[src/rtl/sdwr_pkg.sv]
// Shared types and constants for the serial write transmitter.
// Holds the FSM encoding and the register-select codes decoded from BA7..BA4.
package sdwr_pkg;

    typedef enum logic [1:0] {
        IDLE  = 2'd0,
        START = 2'd1,
        SHIFT = 2'd2,
        DONE  = 2'd3
    } state_t;

    localparam logic [3:0] REG_DATA = 4'h0;
    localparam logic [3:0] REG_CTRL = 4'h1;
    localparam logic [3:0] REG_CLR  = 4'h2;

endpackage

[src/rtl/sdwr_tx_if.sv]
// Bus and serial-line signals of the transmitter, bundled for port connection.
// BA carries address bits BA7..BA4; the master side is the host bus.
interface sdwr_tx_if;

    // Bus handshake: a write is a single clk cycle with SSER=0, BA13=0, BA12=1,
    // BR_W=0; there is no ready, and writes arriving while BUSY=1 are dropped
    // and flagged on OVR.
    logic       SSER;
    logic       BA13;
    logic       BA12;
    logic [3:0] BA;
    logic       BR_W;
    logic [7:0] BD;
    logic       SDWR;
    logic       SCLK;
    logic       SCS;
    logic       BUSY;
    logic       OVR;

    modport master (
        output SSER, BA13, BA12, BA, BR_W, BD,
        input  SDWR, SCLK, SCS, BUSY, OVR
    );

    modport slave (
        input  SSER, BA13, BA12, BA, BR_W, BD,
        output SDWR, SCLK, SCS, BUSY, OVR
    );

endinterface

[src/rtl/sdwr_clkdiv.sv]
// Half-period divider: one-clk tick on the last clk of every SCLK phase.
// The count is held at zero whenever en is low, so every transfer starts aligned.
module sdwr_clkdiv #(
    parameter int CLKDIV = 4
) (
    input  logic clk,
    input  logic rst_n,
    input  logic en,
    output logic tick
);

    localparam int CW = (CLKDIV > 2) ? $clog2(CLKDIV) : 1;
    localparam logic [CW-1:0] LAST = CW'(CLKDIV - 1);

    logic [CW-1:0] cnt;

    assign tick = en && (cnt == LAST);

    always_ff @(posedge clk) begin
        if (!rst_n) begin
            cnt <= '0;
        end else if (!en || tick) begin
            cnt <= '0;
        end else begin
            cnt <= cnt + CW'(1);
        end
    end

endmodule

[src/rtl/sdwr_tx.sv]
// Microwire-style serial write transmitter: bus-loaded byte shifted out MSB first,
// with an optional leading start bit, device chip select and sticky overrun flag.
module sdwr_tx
    import sdwr_pkg::*;
#(
    parameter int CLKDIV = 4
) (
    input  logic        clk,
    input  logic        rst_n,
    sdwr_tx_if.slave    bus,
    output state_t      dbg_state
);

    state_t     state, state_n;
    logic [7:0] shreg, shreg_n;
    logic [2:0] bit_cnt, bit_cnt_n;
    logic       sdwr, sdwr_n;
    logic       sclk, sclk_n;
    logic       scs, scs_n;
    logic       sb, sb_n;
    logic       busy, busy_n;
    logic       ovr, ovr_n;
    logic       tick;
    logic       div_en;
    logic       wr, wr_data, wr_ctrl, wr_clr;

    assign wr      = !bus.SSER && !bus.BA13 && bus.BA12 && !bus.BR_W;
    assign wr_data = wr && (bus.BA == REG_DATA);
    assign wr_ctrl = wr && (bus.BA == REG_CTRL);
    assign wr_clr  = wr && (bus.BA == REG_CLR);
    assign div_en  = (state == START) || (state == SHIFT);

    sdwr_clkdiv #(.CLKDIV(CLKDIV)) u_clkdiv (
        .clk   (clk),
        .rst_n (rst_n),
        .en    (div_en),
        .tick  (tick)
    );

    always_ff @(posedge clk) begin
        if (!rst_n) begin
            state   <= IDLE;
            shreg   <= '0;
            bit_cnt <= '0;
            sdwr    <= 1'b0;
            sclk    <= 1'b0;
            scs     <= 1'b0;
            sb      <= 1'b0;
            busy    <= 1'b0;
            ovr     <= 1'b0;
        end else begin
            state   <= state_n;
            shreg   <= shreg_n;
            bit_cnt <= bit_cnt_n;
            sdwr    <= sdwr_n;
            sclk    <= sclk_n;
            scs     <= scs_n;
            sb      <= sb_n;
            busy    <= busy_n;
            ovr     <= ovr_n;
        end
    end

    always_comb begin
        state_n   = state;
        shreg_n   = shreg;
        bit_cnt_n = bit_cnt;
        sdwr_n    = sdwr;
        sclk_n    = sclk;
        scs_n     = scs;
        sb_n      = sb;
        ovr_n     = ovr;

        // Only one register select per cycle, so clear and set never collide.
        if (wr_clr) begin
            ovr_n = 1'b0;
        end
        if ((wr_data || wr_ctrl) && (state != IDLE)) begin
            ovr_n = 1'b1;
        end
        if (wr_ctrl && (state == IDLE)) begin
            scs_n = bus.BD[0];
            sb_n  = bus.BD[1];
        end

        case (state)
            IDLE: begin
                if (wr_data) begin
                    shreg_n   = bus.BD;
                    bit_cnt_n = '0;
                    sclk_n    = 1'b0;
                    if (sb) begin
                        state_n = START;
                        sdwr_n  = 1'b1;
                    end else begin
                        state_n = SHIFT;
                        sdwr_n  = bus.BD[7];
                    end
                end
            end
            START: begin
                if (tick) begin
                    sclk_n = !sclk;
                    if (sclk) begin
                        state_n = SHIFT;
                        sdwr_n  = shreg[7];
                    end
                end
            end
            SHIFT: begin
                // A tick while SCLK is high closes the bit period.
                if (tick) begin
                    sclk_n = !sclk;
                    if (sclk) begin
                        shreg_n   = {shreg[6:0], 1'b0};
                        bit_cnt_n = bit_cnt + 3'd1;
                        if (bit_cnt == 3'd7) begin
                            state_n = DONE;
                        end else begin
                            sdwr_n = shreg[6];
                        end
                    end
                end
            end
            DONE: begin
                state_n = IDLE;
                sclk_n  = 1'b0;
            end
            default: begin
                state_n = IDLE;
            end
        endcase

        busy_n = (state_n != IDLE);
    end

    assign bus.SDWR  = sdwr;
    assign bus.SCLK  = sclk;
    assign bus.SCS   = scs;
    assign bus.BUSY  = busy;
    assign bus.OVR   = ovr;
    assign dbg_state = state;

endmodule

[src/flat_wrapper.sv]
// flat-port wrapper written by rule: the top's interface ports become plain ports
module sdwr_tx_flat import sdwr_pkg::*;
#(
    parameter int CLKDIV = 4
)
  (clk, rst_n, dbg_state, bus_SSER, bus_BA13, bus_BA12, bus_BA, bus_BR_W, bus_BD, bus_SDWR, bus_SCLK, bus_SCS, bus_BUSY, bus_OVR);
  sdwr_tx_if bus_i ();
  input  logic clk;
  input  logic rst_n;
  output state_t dbg_state;
  input wire logic [$bits(bus_i.SSER)-1:0] bus_SSER;
  input wire logic [$bits(bus_i.BA13)-1:0] bus_BA13;
  input wire logic [$bits(bus_i.BA12)-1:0] bus_BA12;
  input wire logic [$bits(bus_i.BA)-1:0] bus_BA;
  input wire logic [$bits(bus_i.BR_W)-1:0] bus_BR_W;
  input wire logic [$bits(bus_i.BD)-1:0] bus_BD;
  output wire logic [$bits(bus_i.SDWR)-1:0] bus_SDWR;
  output wire logic [$bits(bus_i.SCLK)-1:0] bus_SCLK;
  output wire logic [$bits(bus_i.SCS)-1:0] bus_SCS;
  output wire logic [$bits(bus_i.BUSY)-1:0] bus_BUSY;
  output wire logic [$bits(bus_i.OVR)-1:0] bus_OVR;
  assign bus_i.SSER = bus_SSER;
  assign bus_i.BA13 = bus_BA13;
  assign bus_i.BA12 = bus_BA12;
  assign bus_i.BA = bus_BA;
  assign bus_i.BR_W = bus_BR_W;
  assign bus_i.BD = bus_BD;
  assign bus_SDWR = bus_i.SDWR;
  assign bus_SCLK = bus_i.SCLK;
  assign bus_SCS = bus_i.SCS;
  assign bus_BUSY = bus_i.BUSY;
  assign bus_OVR = bus_i.OVR;
  sdwr_tx #(.CLKDIV(CLKDIV)) u_core (.clk(clk), .rst_n(rst_n), .bus(bus_i), .dbg_state(dbg_state));
endmodule
[config.mk]
export PLATFORM = sky130hd
export DESIGN_NAME = sdwr_tx_flat
export DESIGN_NICKNAME = d
export VERILOG_FILES = /design/src/rtl/sdwr_pkg.sv /design/src/rtl/sdwr_tx_if.sv /design/src/rtl/sdwr_clkdiv.sv /design/src/rtl/sdwr_tx.sv /design/src/flat_wrapper.sv
export SDC_FILE = /design/constraint.sdc
export NUM_CORES = 1
export LEC_CHECK = 0
export CELL_PAD_IN_SITES_DETAIL_PLACEMENT = 0
export CELL_PAD_IN_SITES_GLOBAL_PLACEMENT = 1
export CORE_AREA = 2 2 58 60
export DETAILED_ROUTE_END_ITERATION = 7
export DIE_AREA = 0 0 60 62
export GPL_TIMING_DRIVEN = 0
export PLACE_DENSITY_LB_ADDON = 0.1
export SYNTH_ARGS = -nofsm -noshare
export SYNTH_HDL_FRONTEND = slang
export SYNTH_HIERARCHICAL = 1
export SYNTH_SLANG_ARGS = --single-unit
[constraint.sdc]
create_clock -name clk -period 5.1 [get_ports clk]
set_input_delay 0.51 -clock clk [delete_from_list [all_inputs] [get_ports clk]]
set_output_delay 0.51 -clock clk [all_outputs]
set_load 0.05 [all_outputs]
==> Word-level counts from Yosys, hierarchy flattened <==
Index checks and enable logic that the tools add are counted.
{ "word_totals": {"elab_cells": 85, "ff_bits": 21} }
{ "op_classes": {"n_bitwise": 1, "n_mux": 29, "eq_ne": 14, "addsub": 2, "n_reduce_logical": 29} }
{ "ops": {"columns": ["operator", "count"], "rows": [
  ["$mux W8", 3],
  ["$pmux W8 S2", 1],
  ["$mux W2", 7],
  ["$mux W1", 11],
  ["$logic_and A1 B1 Y1", 9],
  ["$mux W3", 3],
  ["$ne A2 B1 Y1 const B", 4],
  ["$pmux W2 S4", 1],
  ["$reduce_bool A2 Y1", 4],
  ["$reduce_and A7 Y1", 1],
  ["$eq A2 B2 Y1 const B", 3],
  ["$ne A2 B2 Y1 const B", 3],
  ["$pmux W1 S3", 2],
  ["$pmux W3 S2", 1],
  ["$logic_not A1 Y1", 5],
  ["$eq A4 B1 Y1 const B", 1],
  ["$eq A4 B2 Y1 const B", 1],
  ["$logic_not A4 Y1", 1],
  ["$reduce_and A4 Y1", 1],
  ["$reduce_or A2 Y1", 2],
  ["$add A3 B1 Y3 const B", 1],
  ["$eq A3 B3 Y1 const B", 1],
  ["$logic_or A1 B1 Y1", 3],
  ["$reduce_bool A3 Y1", 1],
  ["other kinds (5)", 5]
]} }

==> Logic depth before layout (Yosys ltp) <==
Gate-level depths: netlist of run 1.
{ "depth": {"word_depth": 8, "mapped_depth": 8, "mapped_depth_nobuf": 7} }

==> Cells and area by module <==
The synthesis of run 1 kept the hierarchy.
{ "modules_own_cells": {"columns": ["mod", "n_inst", "area_each_um2", "seq_area_each_um2", "cells_each"], "rows": [
  ["sdwr_tx", 1, 1113.6, 380.4, 126],
  ["sdwr_clkdiv", 1, 83.8, 40.0, 6]
]} }

==> Worst setup path before layout of run 1 <==
Ideal clock, no wire load.
{ "synth_path": {"kind": "register to register", "startpoint": "reg u_core.state[0], in the netlist u_core/dbg_state[0]", "endpoint": "reg u_core.bit_cnt[0]", "path_buffers": 1, "stages_incl_launch_ff": 9, "period_less_slack_ps": 2274, "setup_time_ps": 72, "arrival_time_ps": 2202, "path_slack_ps": 2826, "path_cell_list": "dfxtp_1 inv_1 ha_1 and2_2 and2_1 nand2b_1 o211ai_2 buf_6 mux2i_1"} }
{ "synth_via": {"elab_chain_cells": 5} }
{ "synth_lines": {"columns": ["item", "line_no", "rtl"], "rows": [
  ["start: declaration", "sdwr_tx.sv:14", "state_t state, state_n;"],
  ["start signal: assignment", "sdwr_tx.sv:52", "state <= state_n;"],
  ["$eq A2 B1 Y1 / $eq A2 B2 Y1 (equally long branches)", "sdwr_tx.sv:31", "assign div_en = (state == START) || (state == SHIFT);"],
  ["$logic_or A1 B1 Y1 (*)", "sdwr_tx.sv:31", null],
  ["named net u_core.div_en", "sdwr_tx.sv:24", "logic div_en;"],
  ["$logic_and A1 B1 Y1 (*)", "sdwr_clkdiv.sv:17", "assign tick = en && (cnt == LAST);"],
  ["named net u_core.tick", "sdwr_tx.sv:23", "logic tick;"],
  ["$ne A2 B2 Y1 (no line) (*)", null, null],
  ["$reduce_and A4 Y1 (no line) (*)", null, null],
  ["end signal: assignment", "sdwr_tx.sv:54", "bit_cnt <= bit_cnt_n;"],
  ["end: declaration", "sdwr_tx.sv:16", "logic [2:0] bit_cnt, bit_cnt_n;"]
]} }
The timed path passes the listed nets; every way through them passes the cells marked *.
A chain may end at the register's enable or synchronous reset.

==> Worst setup path in the final report of run 1 <==
{ "layout_path": {"startpoint": "reg u_core.state[0], in the netlist u_core/dbg_state[0]", "endpoint": "reg u_core.busy, in the netlist u_core/bus.BUSY"} }
{ "layout_via": {"elab_chain_cells": 6} }
{ "layout_lines": {"columns": ["item", "line_no", "rtl"], "rows": [
  ["$eq A2 B1 Y1 / $eq A2 B2 Y1 (equally long branches)", "sdwr_tx.sv:31", null],
  ["$logic_or A1 B1 Y1 (*)", "sdwr_tx.sv:31", null],
  ["named net u_core.div_en", "sdwr_tx.sv:24", null],
  ["$logic_and A1 B1 Y1 (*)", "sdwr_clkdiv.sv:17", null],
  ["named net u_core.tick", "sdwr_tx.sv:23", null],
  ["$mux W2 (on tied branches)", "sdwr_tx.sv:112, sdwr_tx.sv:102", null],
  ["$pmux W2 S4 (*)", "sdwr_tx.sv:86", "case (state)"],
  ["$reduce_bool A2 Y1 (*)", "sdwr_tx.sv:134", "busy_n = (state_n != IDLE);"],
  ["end signal: assignment", "sdwr_tx.sv:59", "busy <= busy_n;"],
  ["end: declaration", "sdwr_tx.sv:21", "logic busy, busy_n;"]
]} }
Marks and branches as above.

==> results by group, run 1 <==
Logic synthesis
  – Prevailing post-synth register cell: dfxtp_1
  – Syn Area/Cell: approximately 9.1 um^2
  – Count of different cell masters after synthesis: 36
  – Post-synth top area share: 0.351
  – Count leader, synth: nand2_1
  – Syn. warnings: 6
  – Post-synth EDFFs: 0
  – Yosys reg bits: 21
  – Cells after synthesis: 132
  – Yosys top cell by area: dfxtp_1
  – Synth top area cells: dfxtp_1 35%, mux2i_1 12%, ha_1 8.4%, nand2_1 7.8%, mux2_2 6.6%
  – Synthesized area: 0.00120 mm^2
  – Post-synth top cells: 25 x nand2_1, 21 x dfxtp_1, 14 x mux2i_1
  – Synthesized Nets: 158
  – Ys async rst share: 0
  – Sequential element share of the synthesized area: 0.351

Finish
  – Nets: 187
  – Fillers: roughly 330
  – Layout cells sized above 1: 0.125
  – Synth-to-layout area growth: 27.2%
  – Fin area: 0.00152 mm^2
  – Ant. Diodes: 0
  – Final Non-Filler Cells: 206

Die
  – Core footprint: 0.00318 mm^2
  – Initial core utilization: 0.377
  – Rows: 21
  – Ports: 25
  – DIE AREA: 0.00372 mm^2
  – Die Ht: roughly 62 um
  – Die X: 60 um

Placed design
  – HPWL after detailed placement: ~2.0 mm
  – Placed instance area: between 0.001 and 0.0015 mm^2
  – GPL Wtd Cong: 0.725
  – Port bufs: 24
  – Placed cells: ~200

GRT
  – Pin count of the biggest net entering global routing: 13
  – Vias in the first global route: 969
  – Grt ovf: 0
  – Initial antenna violation count: 0
  – First-pass GRT wire length: 4.40 mm
  – Global-route usage over all layers: 0.158

STA
  – Slew HR: 0.612
  – RSZ-0062 raised after global routing: no
  – Setup TNS: 0 ns
  – Skew final: 0.00289 ns
  – Worst Tran Pin Value: 0.574 ns
  – Fin crit share: 0.431
  – Max Clk Rate: between 400 and 500 MHz
  – Max-slew violations: 0
  – Final hold vios: 0
  – Hold slack: 0.465 ns
  – Final min period: 2.20 ns
  – Final setup fails: 0

Clocking
  – Hold Buf Count CTS: 0
  – Post-CTS sizing: 0
  – Reg clk slew, reported paths: 0.12 ns
  – Root Driver: clkbuf_4
  – Clock Tree Buf Depth: 2
  – CTS H-tree depth: 1
  – Post-CTS Setup Inserts: 0
  – Clock Latency Late Sink: around 0.3 ns
  – CTS tree: done
  – CTS Sinks: 21
  – CTS buffer count: 3

Routing
  – # DRC: 0
  – Vias per cell: between 4 and 5
  – Antenna-violating nets left: 0
  – Final WL: between 2 and 3 mm
  – Router iterations before antenna repair: 4
  – Via Count: 1022
  – DRC marker count from the first detailed-route iteration: 24
  – DR WL/cell: ~13 um

Pwr
  – Sequential power share: 0.304
  – Max IR drop VDD: 0.000190 V
  – Internal: 0.440 mW
  – Leakage: 0.632 nW
  – Clock network fraction of total power: 0.103
  – P_sw: 0.337 mW
  – Logic pwr share: 0.594
  – Power density cells: 510 mW/mm^2
  – Net Sw Frac: 0.433

Critical path
  – FF-to-FF Start: u_core/dbg_state[0]
  – CP Cell Sequence: inv_1 -> ha_1 -> and2_2 -> and2_1 -> o311ai_0 -> o22ai_1
  – R2r worst-path depth: 6
  – R2r setup slk: 2.90 ns
  – CP Class: reg -> reg
  – Worst EP arrival: 2.38 ns
  – Crit-path max cell delay: 0.47 ns
  – Critical-path maximum fanout: 7
  – CP required: 5.28 ns
  – Worst path slowest cell: dfxtp_1
  – CP Capture Type: flop
  – Reg2reg end: u_core/bus.BUSY
  – CP Launch Point: u_core/dbg_state[0]
  – Worst setup SP type: flop

Worst hold path
  – Hold Path Class: reg -> reg
  – Hold path depth: 2
  – Worst Hold End: u_core/shreg[0]
  – Hold Path Origin: u_core/shreg[0]

Run
  – Max Cap Viol: 0

Outcome
  – Status: finished clean
==> state kept, by name (all words and copies together), names as in the netlist <==
signal and flops:
u_core/bus.SCLK 1, u_core/bus.BUSY 1, u_core/dbg_state 2, u_core/bit_cnt 3, u_core/bus.SCS 1, u_core/sb 1
u_core/u_clkdiv/cnt 2, u_core/bus.OVR 1, u_core/shreg 8, u_core/bus.SDWR 1
==> final cells by class <==
type	instances	area, um^2	share of cell area
flip-flops and latches	21	420	0.276
plain buffers	6	33.8	0.0222
repair buffers	24	240	0.158
inverters	3	11.3	0.00740
clock buffers	3	22.5	0.0148
multi-input cells	102	732	0.481
clock inverters	1	5.00	0.00329
well taps	46	57.6	0.0378
==> critical path: cells and delay by family, from the launching register on <==
family	cells	cell delay (ns)
buffers and inverters	1	0.12
flip-flops	1	0.47
AO/OA/AOI/OAI	2	0.62
adder cells (fa/ha/maj)	1	0.40
AND/OR/NAND/NOR	2	0.46
==> power by group through the flow <==
stage | clock network [mW] | logic [mW] | registers [mW]
finish | 0.0797 | 0.461 | 0.236
global route | 0.0942 | 0.499 | 0.244
CTS | 0.0871 | 0.461 | 0.236
detailed placement | 0 | 0.458 | 0.240
global placement | 0 | 0.448 | 0.239
floorplan | 0 | 0.302 | 0.284
==> layer usage <==
layer  share of wire  vias up  track usage
met3           0.026        2       0.0207
met1            0.50      481        0.211
li1                -      528            -
met5               0        -            0
met4          0.0080        0       0.0730
met2            0.46       11        0.255
==> cell families after synthesis <==
kind of cell / Yosys count / share of synthesized area
AOI/OAI and AO/OA: 19 / 0.107
adders and majority gates: 8 / 0.0836
and+or+nand+nor: 54 / 0.238
DFF: 21 / 0.351
buffers and inverters: 9 / 0.0376
muxes: 21 / 0.183
==> worst max path at each step <==
stage / endpoint / slack (ns) / depth (start not counted)
3_3_place_gp: u_core/bus.SDWR / 2.75 / 5
3_5_place_dp: u_core/shreg[5] / 2.80 / 6
6_report: u_core/bus.BUSY / 2.90 / 6
5_1_grt: u_core/bus.BUSY / 2.75 / 6
4_1_cts: u_core/shreg[5] / 2.93 / 8
2_1_floorplan: u_core/bit_cnt[0] / 2.83 / 8
==> cells in the final DEF, fill, tap and decap left out, drive strengths merged, types with 2 or more instances in the layout <==
master | synthesis | final
mux2i | 14 | 14
ha | 8 | 8
nand2 | 25 | 25
nor4 | 2 | 2
inv | 3 | 3
buf | 2 | 2
clkdlybuf4s50 | 0 | 24
clkbuf | 4 | 7
nand4 | 2 | 2
nand3b | 2 | 2
a21boi | 2 | 2
o311ai | 2 | 2
o21ai | 6 | 6
o211ai | 2 | 2
dfxtp | 21 | 21
mux2 | 7 | 7
nor2b | 2 | 2
nand3 | 3 | 3
nor2 | 7 | 7
and2 | 2 | 2
a21oi | 4 | 4
==> stage by stage <==
stage	util	setup slack (ns)	power, mW
after floorplan	-	2.83	0.585
after global placement	0.470	2.75	0.687
after detailed placement	0.470	2.80	0.699
after CTS	0.479	2.93	0.784
after global routing	0.479	2.75	0.837
final	0.479	2.90	0.777
Note: power is estimated with default switching activity, not from simulation.
==> run 2, diff against run 1 <==
- CORE_AREA: 2 2 58 60 -> 2 2 60 62
- DIE_AREA: 0 0 60 62 -> 0 0 62 64
- clock period: 5.1 -> 2.1 ns (I/O delays scaled with it)
==> run 2 against run 1 <==
Sequential cell count unchanged. Setup slack worse by 2.8 ns. Via count is 1.3% higher. Critical path depth up 2. Global-route usage is 1.9 points lower. Cell count is 0.49% higher. Critical path type unchanged. Largest cell class unchanged.
==> results by group, run 2 (synthesis results as in run 1) <==
GRT
  – Vias in the first global route: 991 (was 969)
  – First-pass GRT wire length: 4.22 mm (was 4.40 mm)
  – Initial antenna violation count: 0 (unchanged)
  – Grt ovf: 0 (unchanged)
  – Pin count of the biggest net entering global routing: 12 (was 13)
  – Global-route usage over all layers: 0.140 (was 0.158)

Finish
  – Max reg flops: 8 (unchanged)
  – Biggest regs: u_core/shreg x8, u_core/bit_cnt x3 (unchanged)
  – Top reg by flops: u_core/shreg (unchanged)
  – Layout cells sized above 1: 0.143 (was 0.125)
  – Nets: 188 (was 187)
  – Most frequent cells in the layout: 25 x nand2_1, 24 x clkdlybuf4s50_1, 19 x dfxtp_1 (was 25 x nand2_1, 24 x clkdlybuf4s50_1, 21 x dfxtp_1)
  – Synth-to-layout area growth: 28.3% (was 27.2%)
  – Commonest non-fill, non-tap cell in the layout: nand2_1 (unchanged)
  – Ant. Diodes: 0 (unchanged)

Clocking
  – CTS H-tree depth: 1 (unchanged)
  – CTS buffer count: 3 (unchanged)
  – Hold Buf Count CTS: 0 (unchanged)
  – CTS Sinks: 21 (unchanged)
  – CTS tree: done (unchanged)
  – Clock Latency Late Sink: 0.30 ns (about the same)
  – Clock Tree Buf Depth: 2 (unchanged)
  – Root Driver: clkbuf_4 (unchanged)
  – Reg clk slew, reported paths: 0.12 ns (about the same)
  – Post-CTS Setup Inserts: 0 (unchanged)

Worst hold path
  – Hold path depth: 2 (unchanged)
  – Hold Path Class: reg -> reg (unchanged)

Routing
  – # DRC: 0 (unchanged)
  – Antenna-violating nets left: 0 (unchanged)
  – Router iterations before antenna repair: 4 (unchanged)
  – Via Count: 1035 (was 1022)
  – Vias per cell: 5.00 (was 4.96)
  – DR WL/cell: 12.5 um (was 12.7 um)
  – Final WL: 2.59 mm (was 2.63 mm)
  – DRC marker count from the first detailed-route iteration: 38 (was 24)

STA
  – Final min period: 2.01 ns (was 2.20 ns)
  – Skew final: 0.00611 ns (was 0.00289 ns)
  – Slew HR: 0.546 (was 0.612)
  – Max Clk Rate: 498 MHz (was 455 MHz)
  – Final setup fails: 0 (unchanged)
  – Final hold vios: 0 (unchanged)
  – Max-slew violations: 0 (unchanged)
  – Fin crit share: 0.955 (was 0.431)
  – RSZ-0062 raised after global routing: no (unchanged)
  – Worst Tran Pin Value: 0.672 ns (was 0.574 ns)
  – Setup TNS: 0 ns (unchanged)

Pwr
  – Leakage: 0.634 nW (was 0.632 nW)
  – Max IR drop VDD: 0.000602 V (was 0.000190 V)
  – Total power: 1.93 mW (was 0.777 mW)
  – Power density cells: 1260 mW/mm^2 (was 510 mW/mm^2)

Die
  – Ports: 25 (unchanged)
  – Die Ht: 64 um (was 62 um)
  – DIE AREA: 0.00397 mm^2 (was 0.00372 mm^2)
  – Initial core utilization: 0.365 (was 0.377)
  – Rows: 21 (unchanged)
  – Die X: 62 um (was 60 um)
  – Core footprint: 0.00328 mm^2 (was 0.00318 mm^2)

Outcome
  – Status: finished clean (unchanged)

Critical path
  – CP Capture Type: flop (unchanged)
  – Critical-path maximum fanout: 7 (unchanged)
  – Worst setup SP type: flop (unchanged)
  – Worst EP arrival: 2.24 ns (was 2.38 ns)
  – R2r worst-path depth: 8 (was 6)
  – CP required: 2.33 ns (was 5.28 ns)
  – CP Class: reg -> reg (unchanged)

Placed design
  – HPWL after detailed placement: 1.96 mm (was 1.98 mm)
  – Port bufs: 24 (unchanged)
  – GPL Wtd Cong: 0.690 (was 0.725)

Run
  – Max Cap Viol: 0 (unchanged)
==> run 2: cell count changes in the layout (fill, tap and decap cells not counted), sizes merged <==
cell    change
buf         +1
clkbuf      +1
clkinv      -1
==> run 2: worst paths after layout <==
kind | start | end | slack [ns]
worst max-delay path | u_core/dbg_state[0] | u_core/shreg[2] | 0.09
worst min-delay path | u_core/shreg[3] | u_core/shreg[3] | 0.46
worst max register to register | u_core/dbg_state[0] | u_core/shreg[2] | 0.09
worst min register to register | u_core/shreg[3] | u_core/shreg[3] | 0.46
==> run 2: power breakdown <==
part           switching (mW)  internal, mW  total (mW)  leakage [nW]
Sequential             0.0720         0.511       0.583         0.172
Clock                   0.118        0.0739       0.192        0.0150
Combinational           0.629         0.526        1.16         0.447
==> run 2: layout make-up <==
class	count	area, um^2
fill	342	1750
multi-input combinational	102	734
sequential	21	425
timing repair buffer	25	248
tap	46	57.6
buffer	6	33.8
clock buffer	4	26.3
inverter	3	11.3
==> run 2: metal layers <==
layer  up-vias  global-route usage  share of wire
met5         -                   0              0
met3         2              0.0263          0.055
met4         0              0.0559         0.0089
li1        529                   -              -
met1       477               0.168           0.43
met2        27               0.236           0.50
==> run 2: through the flow <==
stage	instances	hold WS [ns]	util	setup slack, ns	area [um^2]
global placement	202	0.445	0.456	0.0549	1500
finish	207	0.463	0.468	0.0936	1540
floorplan	132	0.354	-	0.0561	1200
detailed placement	202	0.452	0.456	0.00836	1500
CTS	206	0.469	0.465	0.0727	1530
global route	207	0.485	0.468	0.00790	1540
==> run 2: critical path, stage by stage, from the launching register on <==
cell	delay, ns
dfxtp_4	0.39
inv_1	0.12
ha_2	0.33
and2_2	0.24
and2_1	0.20
nand2b_1	0.16
o211ai_2	0.11
buf_4	0.22
mux2i_1	0.18
==> run 2: timing repair <==
action / 4_1_cts / 5_1_grt
pin swaps: 0 / 0
gates cloned: 0 / 1
resized for setup: 1 / 4
setup endpoints to repair: 2 / 6
==> run 3, diff against run 2 <==
- CORE_AREA: 2 2 60 62 -> 2 2 53 55
- DIE_AREA: 0 0 62 64 -> 0 0 55 57
- DONT_BUFFER_PORTS: default -> 1
- SKIP_CTS_REPAIR_TIMING: default -> 1
- clock period: 2.1 -> 2.4 ns (I/O delays scaled with it)
==> run 3 against run 2 <==
Hold slack worse by 0.38 ns. Sequential cell count did not move. Register-to-register slack improved by 0.096 ns. Via count is 8.0% lower. Clock power down 14%. Largest cell class unchanged.
==> results by group, run 3 (synthesis results as in run 1) <==
Clocking
  – CTS H-tree depth: 1 (unchanged)
  – CTS Sinks: 21 (unchanged)
  – CTS tree: done (unchanged)
  – CTS buffer count: 3 (unchanged)
  – Clock Latency Late Sink: 0.30 ns (about the same)
  – Reg clk slew, reported paths: 0.12 ns (about the same)
  – Clock Tree Buf Depth: 2 (unchanged)
  – Root Driver: clkbuf_4 (unchanged)

Finish
  – Synth-to-layout area growth: 6.06% (was 28.3%)
  – Fin area: 0.00127 mm^2 (was 0.00154 mm^2)
  – FF+latch area: 428 um^2 (was 425 um^2)
  – Fillers: 269 (was 342)
  – Commonest non-fill, non-tap cell in the layout: nand2_1 (unchanged)
  – Nets: 163 (was 188)
  – Ant. Diodes: 0 (unchanged)
  – Biggest regs: u_core/shreg x8, u_core/bit_cnt x3 (unchanged)
  – Footprint of the multi-input gates: 732 um^2 (was 734 um^2)
  – Layout cells sized above 1: 0.154 (was 0.143)
  – Top reg by flops: u_core/shreg (unchanged)
  – Max reg flops: 8 (unchanged)
  – Most frequent cells in the layout: 25 x nand2_1, 19 x dfxtp_1, 14 x mux2i_1 (was 25 x nand2_1, 24 x clkdlybuf4s50_1, 19 x dfxtp_1)

Critical path
  – Worst setup SP type: flop (unchanged)
  – Critical-path maximum fanout: 7 (unchanged)
  – Crit-path max cell delay: 0.49 ns (was 0.39 ns)
  – Critical path depth: 6 (was 8)
  – Bufs and invs on worst path: 1 (was 2)
  – R2r worst-path depth: 6 (was 8)
  – Critical path's top delay family: compound AO/OA/AOI/OAI gates (was simple AND/OR/NAND/NOR gates)
  – CP required: 2.57 ns (was 2.33 ns)
  – Worst path slowest cell: dfxtp_4 (unchanged)
  – CP Class: reg -> reg (unchanged)
  – CP Cell Sequence: inv_1 -> ha_1 -> and2_2 -> and2_1 -> o311ai_0 -> o22ai_1 (was inv_1 -> ha_2 -> and2_2 -> and2_1 -> nand2b_1 -> o211ai_2 -> buf_4 -> mux2i_1)
  – Worst EP arrival: 2.38 ns (was 2.24 ns)
  – CP Capture Type: flop (unchanged)

STA
  – Final min period: 2.21 ns (was 2.01 ns)
  – Final setup fails: 0 (unchanged)
  – Skew final: 0.00827 ns (was 0.00611 ns)
  – Max-slew violations: 0 (unchanged)
  – Worst Tran Pin Value: 0.646 ns (was 0.672 ns)
  – Max Clk Rate: 452 MHz (was 498 MHz)
  – Final hold vios: 0 (unchanged)
  – RSZ-0062 raised after global routing: no (unchanged)
  – Hold slack: 0.0843 ns (was 0.463 ns)
  – Slew HR: 0.563 (was 0.546)
  – Fin crit share: 0.921 (was 0.955)

GRT
  – Initial antenna violation count: 0 (unchanged)
  – Grt ovf: 0 (unchanged)
  – Pin count of the biggest net entering global routing: 12 (unchanged)
  – First-pass GRT wire length: 3.92 mm (was 4.22 mm)
  – Vias in the first global route: 940 (was 991)
  – Global-route usage over all layers: 0.169 (was 0.140)

Die
  – Rows: 19 (was 21)
  – Initial core utilization: 0.458 (was 0.365)
  – DIE AREA: 0.00314 mm^2 (was 0.00397 mm^2)
  – Die Ht: 57 um (was 64 um)
  – Core footprint: 0.00262 mm^2 (was 0.00328 mm^2)
  – Die X: 55 um (was 62 um)
  – Ports: 25 (unchanged)

Outcome
  – Status: finished clean (unchanged)

Worst hold path
  – Hold Path Class: in -> reg (was reg -> reg)
  – Hold path depth: 2 (unchanged)

Routing
  – DR WL/cell: 14.2 um (was 12.5 um)
  – Via Count: 952 (was 1035)
  – Router iterations before antenna repair: 4 (unchanged)
  – Antenna-violating nets left: 0 (unchanged)
  – Final WL: 2.37 mm (was 2.59 mm)
  – Vias per cell: 5.70 (was 5.00)
  – DRC marker count from the first detailed-route iteration: 12 (was 38)
  – # DRC: 0 (unchanged)

Pwr
  – Leakage: 0.540 nW (was 0.634 nW)
  – Power density cells: 1230 mW/mm^2 (was 1260 mW/mm^2)
  – Max IR drop VDD: 0.000597 V (was 0.000602 V)

Placed design
  – Port bufs: 0 (was 24)
  – Placed instance area: 0.00124 mm^2 (was 0.00150 mm^2)
  – GPL Wtd Cong: 0.774 (was 0.690)
  – HPWL after detailed placement: 1.84 mm (was 1.96 mm)

Run
  – Max Cap Viol: 0 (unchanged)
-- run 3: cell types whose count changed in the layout (fill, tap and decap cells not counted), sizes merged --
cell	change
buf	-1
clkdlybuf4s50	-24
-- run 3: final cells by class --
cell class                 count  area share
multi-input combinational    102       0.576
clock buffer                   4      0.0207
sequential                    21       0.337
buffer                         6      0.0266
inverter                       3     0.00887
tap                           31      0.0305
-- run 3: worst paths after layout --
| path | start | slack [ns] | endpoint |
|---|---|---|---|
| max | u_core/dbg_state[0] | 0.19 | u_core/bus.BUSY |
| min | bus_BD[1] | 0.08 | u_core/sb |
| max reg2reg | u_core/dbg_state[0] | 0.19 | u_core/bus.BUSY |
| min reg2reg | u_core/shreg[4] | 0.47 | u_core/shreg[4] |
-- run 3: power breakdown --
part | leakage (nW) | total (mW) | internal, mW | switching [mW]
Combinational | 0.353 | 0.763 | 0.358 | 0.405
Clock | 0.0150 | 0.166 | 0.0647 | 0.102
Sequential | 0.172 | 0.626 | 0.452 | 0.174
Total | 0.540 | 1.56 | 0.875 | 0.681
-- run 3: worst reg2reg max path: cells and delay by family, from the launching register on --
kind / cells / cell delay [ns]
adder cells (fa/ha/maj): 1 / 0.39
flip-flops: 1 / 0.49
AND/OR/NAND/NOR: 2 / 0.46
AO/OA/AOI/OAI: 2 / 0.64
buffers and inverters: 1 / 0.11
-- run 3: metrics by stage --
stage                     TNS, ns  cells  setup slack [ns]  utilization  power (mW)
after global placement      -1.32    163            -0.127        0.473        1.38
after detailed placement    -1.54    163            -0.147        0.473        1.39
final                           0    167             0.190        0.486        1.56
after floorplan                 0    132             0.126            -        1.24
after CTS                   -1.85    167            -0.172        0.483        1.57
after global routing            0    167            0.0355        0.486        1.69
-- run 3: per-layer routing --
metal | share of wire | wire length (um) | global-route usage
met4 | 0.0072 | 17 | 0.0732
met5 | 0 | 0 | 0
met2 | 0.50 | 1180 | 0.293
met1 | 0.44 | 1050 | 0.195
met3 | 0.051 | 121 | 0.0314
